File: src/rtl/mcu_stack_pkg.sv
// Shared stack-pointer types and constants for the MCU core.
// The op enum is reused by the control-unit FSM.
package mcu_stack_pkg;

    localparam int SP_WIDTH    = 8;
    localparam int DEPTH_WIDTH = 9;

    typedef logic [SP_WIDTH-1:0] sp_t;

    localparam sp_t SP_RESET_DEFAULT = 8'h00;

    typedef enum logic [1:0] {
        SP_NOP,
        SP_PUSH,
        SP_POP,
        SP_LOAD
    } sp_op_e;

    // Load beats push/pop; push and pop together cancel out.
    function automatic sp_op_e decode_op(input logic ld, input logic incr, input logic decr);
        if (ld)
            return SP_LOAD;
        else if (decr && !incr)
            return SP_PUSH;
        else if (incr && !decr)
            return SP_POP;
        else
            return SP_NOP;
    endfunction

endpackage

File: src/rtl/stack_ptr_unit.sv
// Downward-growing stack pointer for the scratch RAM: supplies SP and SP-1 to
// the address mux, tracks depth and latches sticky overflow/underflow errors.
module stack_ptr_unit
    import mcu_stack_pkg::*;
#(
    parameter sp_t SP_RESET  = SP_RESET_DEFAULT,
    parameter int  MAX_DEPTH = 256
) (
    input  logic                   CLK,
    input  logic                   RST_N,
    input  logic                   SP_LD,
    input  logic                   SP_INCR,
    input  logic                   SP_DECR,
    input  logic [SP_WIDTH-1:0]    DATA_IN,
    input  logic                   ERR_CLR,
    output logic [SP_WIDTH-1:0]    SP_OUT,
    output logic [SP_WIDTH-1:0]    SP_MINUS1,
    output logic [DEPTH_WIDTH-1:0] DEPTH,
    output logic                   STACK_EMPTY,
    output logic                   STACK_FULL,
    output logic                   OVF_ERR,
    output logic                   UNF_ERR
);

    localparam logic [DEPTH_WIDTH-1:0] MAX_D = DEPTH_WIDTH'(MAX_DEPTH);

    sp_t                    sp_q, sp_d;
    logic [DEPTH_WIDTH-1:0] depth_q, depth_d;
    logic [DEPTH_WIDTH-1:0] ld_depth, ld_depth_sat;
    logic                   full, empty;
    logic                   ovf_set, unf_set;
    logic                   ovf_q, unf_q;
    sp_op_e                 op;

    assign op    = decode_op(SP_LD, SP_INCR, SP_DECR);
    assign empty = (depth_q == '0);
    assign full  = (depth_q == MAX_D);

    // Depth implied by a loaded SP is its distance below the reset value.
    assign ld_depth     = {1'b0, sp_t'(SP_RESET - DATA_IN)};
    assign ld_depth_sat = (ld_depth > MAX_D) ? MAX_D : ld_depth;

    // NOTE: every combinational output gets a default first so no latch is inferred.
    always_comb begin
        sp_d    = sp_q;
        depth_d = depth_q;
        ovf_set = 1'b0;
        unf_set = 1'b0;
        case (op)
            SP_LOAD: begin
                sp_d    = DATA_IN;
                depth_d = ld_depth_sat;
            end
            SP_PUSH: begin
                if (!full) begin
                    sp_d    = sp_q - 8'd1;
                    depth_d = depth_q + 9'd1;
                end else begin
                    ovf_set = 1'b1;
                end
            end
            SP_POP: begin
                if (!empty) begin
                    sp_d    = sp_q + 8'd1;
                    depth_d = depth_q - 9'd1;
                end else begin
                    unf_set = 1'b1;
                end
            end
            SP_NOP: ;
            default: ;
        endcase
    end

    // NOTE: sequential state uses non-blocking assignments so all registers update together.
    always_ff @(posedge CLK or negedge RST_N) begin
        if (!RST_N) begin
            sp_q    <= SP_RESET;
            depth_q <= '0;
        end else begin
            sp_q    <= sp_d;
            depth_q <= depth_d;
        end
    end

    // Sticky error latches: a new error event outranks a same-cycle clear.
    always_ff @(posedge CLK or negedge RST_N) begin
        if (!RST_N)
            ovf_q <= 1'b0;
        else if (ovf_set)
            ovf_q <= 1'b1;
        else if (ERR_CLR)
            ovf_q <= 1'b0;
    end

    always_ff @(posedge CLK or negedge RST_N) begin
        if (!RST_N)
            unf_q <= 1'b0;
        else if (unf_set)
            unf_q <= 1'b1;
        else if (ERR_CLR)
            unf_q <= 1'b0;
    end

    assign SP_OUT      = sp_q;
    assign SP_MINUS1   = sp_q - 8'd1;
    assign DEPTH       = depth_q;
    assign STACK_EMPTY = empty;
    assign STACK_FULL  = full;
    assign OVF_ERR     = ovf_q;
    assign UNF_ERR     = unf_q;

endmodule

File: config.mk
export PLATFORM = sky130hd
export DESIGN_NAME = stack_ptr_unit
export DESIGN_NICKNAME = d
export VERILOG_FILES = /design/src/rtl/mcu_stack_pkg.sv /design/src/rtl/stack_ptr_unit.sv
export SDC_FILE = /design/constraint.sdc
export NUM_CORES = 1
export LEC_CHECK = 0
export ABC_AREA = 1
export CAP_MARGIN = 25
export CELL_PAD_IN_SITES_DETAIL_PLACEMENT = 1
export CELL_PAD_IN_SITES_GLOBAL_PLACEMENT = 2
export CORE_ASPECT_RATIO = 2
export CORE_MARGIN = 2
export CORE_UTILIZATION = 25
export CTS_BUF_LIST = sky130_fd_sc_hd__clkbuf_4
export DETAILED_ROUTE_END_ITERATION = 12
export PLACE_DENSITY_LB_ADDON = 0.15
export SYNTH_ARGS = -nofsm -noshare
export SYNTH_HDL_FRONTEND = slang
export SYNTH_SLANG_ARGS = --single-unit
export TNS_END_PERCENT = 10
File: constraint.sdc
create_clock -name CLK -period 1.43 [get_ports CLK]
set_input_delay 0.286 -clock CLK [delete_from_list [all_inputs] [get_ports CLK]]
set_output_delay 0.286 -clock CLK [all_outputs]
set_load 0.03 [all_outputs]
==> impl_metrics.env <==
export IMPL_outcome="finished with violations"
export IMPL_violations="setup timing"
export IMPL_synthesis_area_um2=2070
export IMPL_synth_seq_cells=19
export IMPL_clkPwrFrac_pct=7.7
export IMPL_dieArea_um2=9090
export IMPL_power_mw=4.26
export IMPL_min_path_type="in -> async"
export IMPL_final_nets=483
export IMPL_cp_common_cell="buf_6"
export IMPL_htree_levels=1
export IMPL_sw_frac_of_total_pct=47.2
export IMPL_wl_met2_um=4910
export IMPL_clkLatencyLatePin_ns=0.32
export IMPL_powerDensity_nw_per_um2=1170
export IMPL_dp_hpwl_um=6640
export IMPL_cts_root_buf="clkbuf_4"
export IMPL_layout_drive_gt1_share_pct=48.9
export IMPL_startpoint_type="register"
export IMPL_cp_max_fo=3
export IMPL_route_detailed_drc=0
export IMPL_yosysWarnings=0
export IMPL_clk_path_buf_depth=2
export IMPL_wl_met3_um=96
export IMPL_syn_inst=331
export IMPL_initialDrtViolationCount=18
export IMPL_multi_input_area_um2=1590
export IMPL_final_common_cell="buf_4"
export IMPL_die_height_um=133
export IMPL_rows=47
export IMPL_ir_worst_vdd_mv=0.599
export IMPL_yosysSeqAreaShare_pct=22.9
export IMPL_vias=2581
export IMPL_critPathMaxStageDelay_ns=0.44
export IMPL_placedCellCount=545
export IMPL_critPathTopFamily="buffers and inverters"
export IMPL_grt_max_degree=22
export IMPL_grt_pass1_vias=2781
export IMPL_power_switching_mw=2.01
export IMPL_cp_data_required_time_ns=1.14
export IMPL_end_kind="output port"
export IMPL_rsz0062_at_grt="yes"
export IMPL_nFillCells=1075
export IMPL_firstDrtPassIters=4
export IMPL_cts_sinks=19
export IMPL_antenna_left=0
export IMPL_yosysUniqueCellTypes=31
export IMPL_path_class="reg -> out"
export IMPL_clock_skew_ns=0.00204
export IMPL_worstMarginPinSlew_ns=0.391
export IMPL_initial_core_util_pct=25.4
export IMPL_post_route_period_util_pct=137
export IMPL_power_leakage_nw=1.83
export IMPL_synth_area_leader_cell="dfrtp_1"
export IMPL_synth_avg_cell_area_um2=6.27
export IMPL_p_seq_share_pct=17.8
export IMPL_final_cells=559
export IMPL_wl_met1_um=2760
export IMPL_setup_slack_ns=-0.532
export IMPL_cts_inserted_buffers=3
export IMPL_syn_nets=353
export IMPL_top_layer_used="met4"
export IMPL_drv_slew=0
export IMPL_finalSetupViolations=28
export IMPL_path_clk_slew_ns=0.12
export IMPL_crit_slowest_cell="dfrtp_2"
export IMPL_gr_usage_all_layers_pct=19.3
export IMPL_seqCellArea_um2=479
export IMPL_grt_ovfl_total=0
export IMPL_antenna_found_initial=1
export IMPL_maxCapViolations=0
export IMPL_fin_crit_ns=1.96
export IMPL_layout_common_cells="buf_4 (90), nand2_1 (84), inv_1 (34)"
export IMPL_ctsHoldBuffers=0
export IMPL_yosysTopAreaCellShare_pct=22.9
export IMPL_hold_viol=0
export IMPL_place_port_buffers=42
export IMPL_die_width_um=68.4
export IMPL_place_congestion=0.811
export IMPL_synthToLayoutAreaGrowth_pct=75.6
export IMPL_routed_via_density=4.62
export IMPL_floorplan_io_pins=43
export IMPL_cts_tree="built"
export IMPL_fmax_mhz=510
export IMPL_p_int_mw=2.25
export IMPL_wire_per_inst_um=14.3
export IMPL_p_comb_share_pct=74.5
export IMPL_crit_chain="clkinvlp_4 > ha_4 > inv_2 > nor3_4 > buf_6 > xor2_4 > buf_6"
export IMPL_cp_arrival_ns=1.68
export IMPL_drt_wl_total_um=8010
export IMPL_crit_buf_inv=4
export IMPL_synth_area_leaders="dfrtp_1 (23%), nand2_1 (18%), inv_1 (8.0%)"
export IMPL_slew_headroom_pct=73.7
export IMPL_core_um2=8170
export IMPL_grt_pass1_wl_um=13200
## area by class of cell
| class | count | share of cell area, % |
|---|---|---|
| multi-input cells | 248 | 43.6 |
| repair buffers | 135 | 32.9 |
| flip-flops and latches | 19 | 13.2 |
| inverters | 54 | 6.08 |
| well taps | 98 | 3.37 |
| clock buffers | 4 | 0.824 |
| diodes | 1 | 0.0687 |
## cell usage after synthesis
master,count
inv_2,9
o21ai_0,22
nand2_2,8
inv_1,44
o21a_1,1
clkbuf_1,1
a21oi_1,8
nand3_2,9
ha_1,8
a21oi_2,2
o31ai_1,2
nand3b_1,2
buf_4,1
dfrtp_1,19
nor2_4,2
buf_6,3
a21boi_1,1
a21boi_0,1
inv_4,1
buf_8,1
nand2_1,98
nor3_1,4
nand4_1,5
o21ai_2,8
nor2_1,25
nand3_4,1
buf_2,4
nand3_1,29
xor2_1,4
and2_1,1
nor2_2,7
## flip-flops by register name (all words and copies together) (netlist names)
name	flops
OVF_ERR	1
UNF_ERR	1
SP_OUT	8
DEPTH	9
## path summary, 6_finish.rpt
kind / endpoint / slack, ns / depth (start not counted) / start
max: SP_MINUS1[4] / -0.53 / 7 / SP_OUT[0]$_DFFE_PN0P_
min: DEPTH[2]$_DFFE_PN0P_ / 0.32 / 2 / RST_N
max reg2reg: SP_OUT[4]$_DFFE_PN0P_ / -0.33 / 12 / SP_OUT[0]$_DFFE_PN0P_
min reg2reg: OVF_ERR$_DFFE_PN0P_ / 0.53 / 2 / OVF_ERR$_DFFE_PN0P_
max in group asynchronous: SP_OUT[4]$_DFFE_PN0P_ / 0.87 / 2 / RST_N
min in group CLK: OVF_ERR$_DFFE_PN0P_ / 0.53 / 2 / OVF_ERR$_DFFE_PN0P_
## power groups by stage
stage	Clock (mW)	Sequential [mW]	Combinational, mW
2_1_floorplan	0	1.06	1.18
3_3_place_gp	0	0.766	2.75
3_5_place_dp	0	0.768	2.80
4_1_cts	0.352	0.759	3.17
5_1_grt	0.372	0.777	3.45
6_report	0.327	0.758	3.17
## layer usage
metal / GRT usage [%] / up-vias
met3: 0.850 / 14
li1: - / 1306
met1: 19.0 / 1229
met4: 7.67 / 0
met2: 38.6 / 32
met5: 0 / -
## metrics by stage
| stage | utilization, % | setup WS [ns] | cell area, µm² | hold WS [ns] | setup TNS (ns) |
|---|---|---|---|---|---|
| final | 44.6 | -0.532 | 3640 | 0.319 | -5.54 |
| after global routing | 44.6 | -0.619 | 3640 | 0.313 | -8.67 |
| after CTS | 44.2 | -0.622 | 3610 | 0.286 | -6.47 |
| after detailed placement | 40.2 | -1.07 | 3280 | 0.527 | -18.50 |
| after global placement | 40.2 | -0.985 | 3280 | 0.517 | -17.35 |
| after floorplan | - | -0.506 | 2180 | -0.00959 | -7.70 |
## what timing repair did
action                                  4_1_cts  5_1_grt
buffers inserted                              8        1
endpoints found under the hold margin         0        0
endpoints found under the setup margin       35       33
resized for setup                            91       16
pin swaps                                    28        3
## logic make-up (layout without fill, tap and decap cells)
| group | Yosys count | in the layout | share of synthesized area [%] |
|---|---|---|---|
| AND/OR/NAND/NOR | 191 | 191 | 43.5 |
| buffers and inverters | 64 | 193 | 13.8 |
| XOR/XNOR | 4 | 4 | 1.69 |
| other | 0 | 1 | 0 |
| flip-flops | 19 | 19 | 22.9 |
| AO/OA/AOI/OAI | 45 | 45 | 13.3 |
| adder cells (fa/ha/maj) | 8 | 8 | 4.83 |
Power figures use the tool's default switching activity.
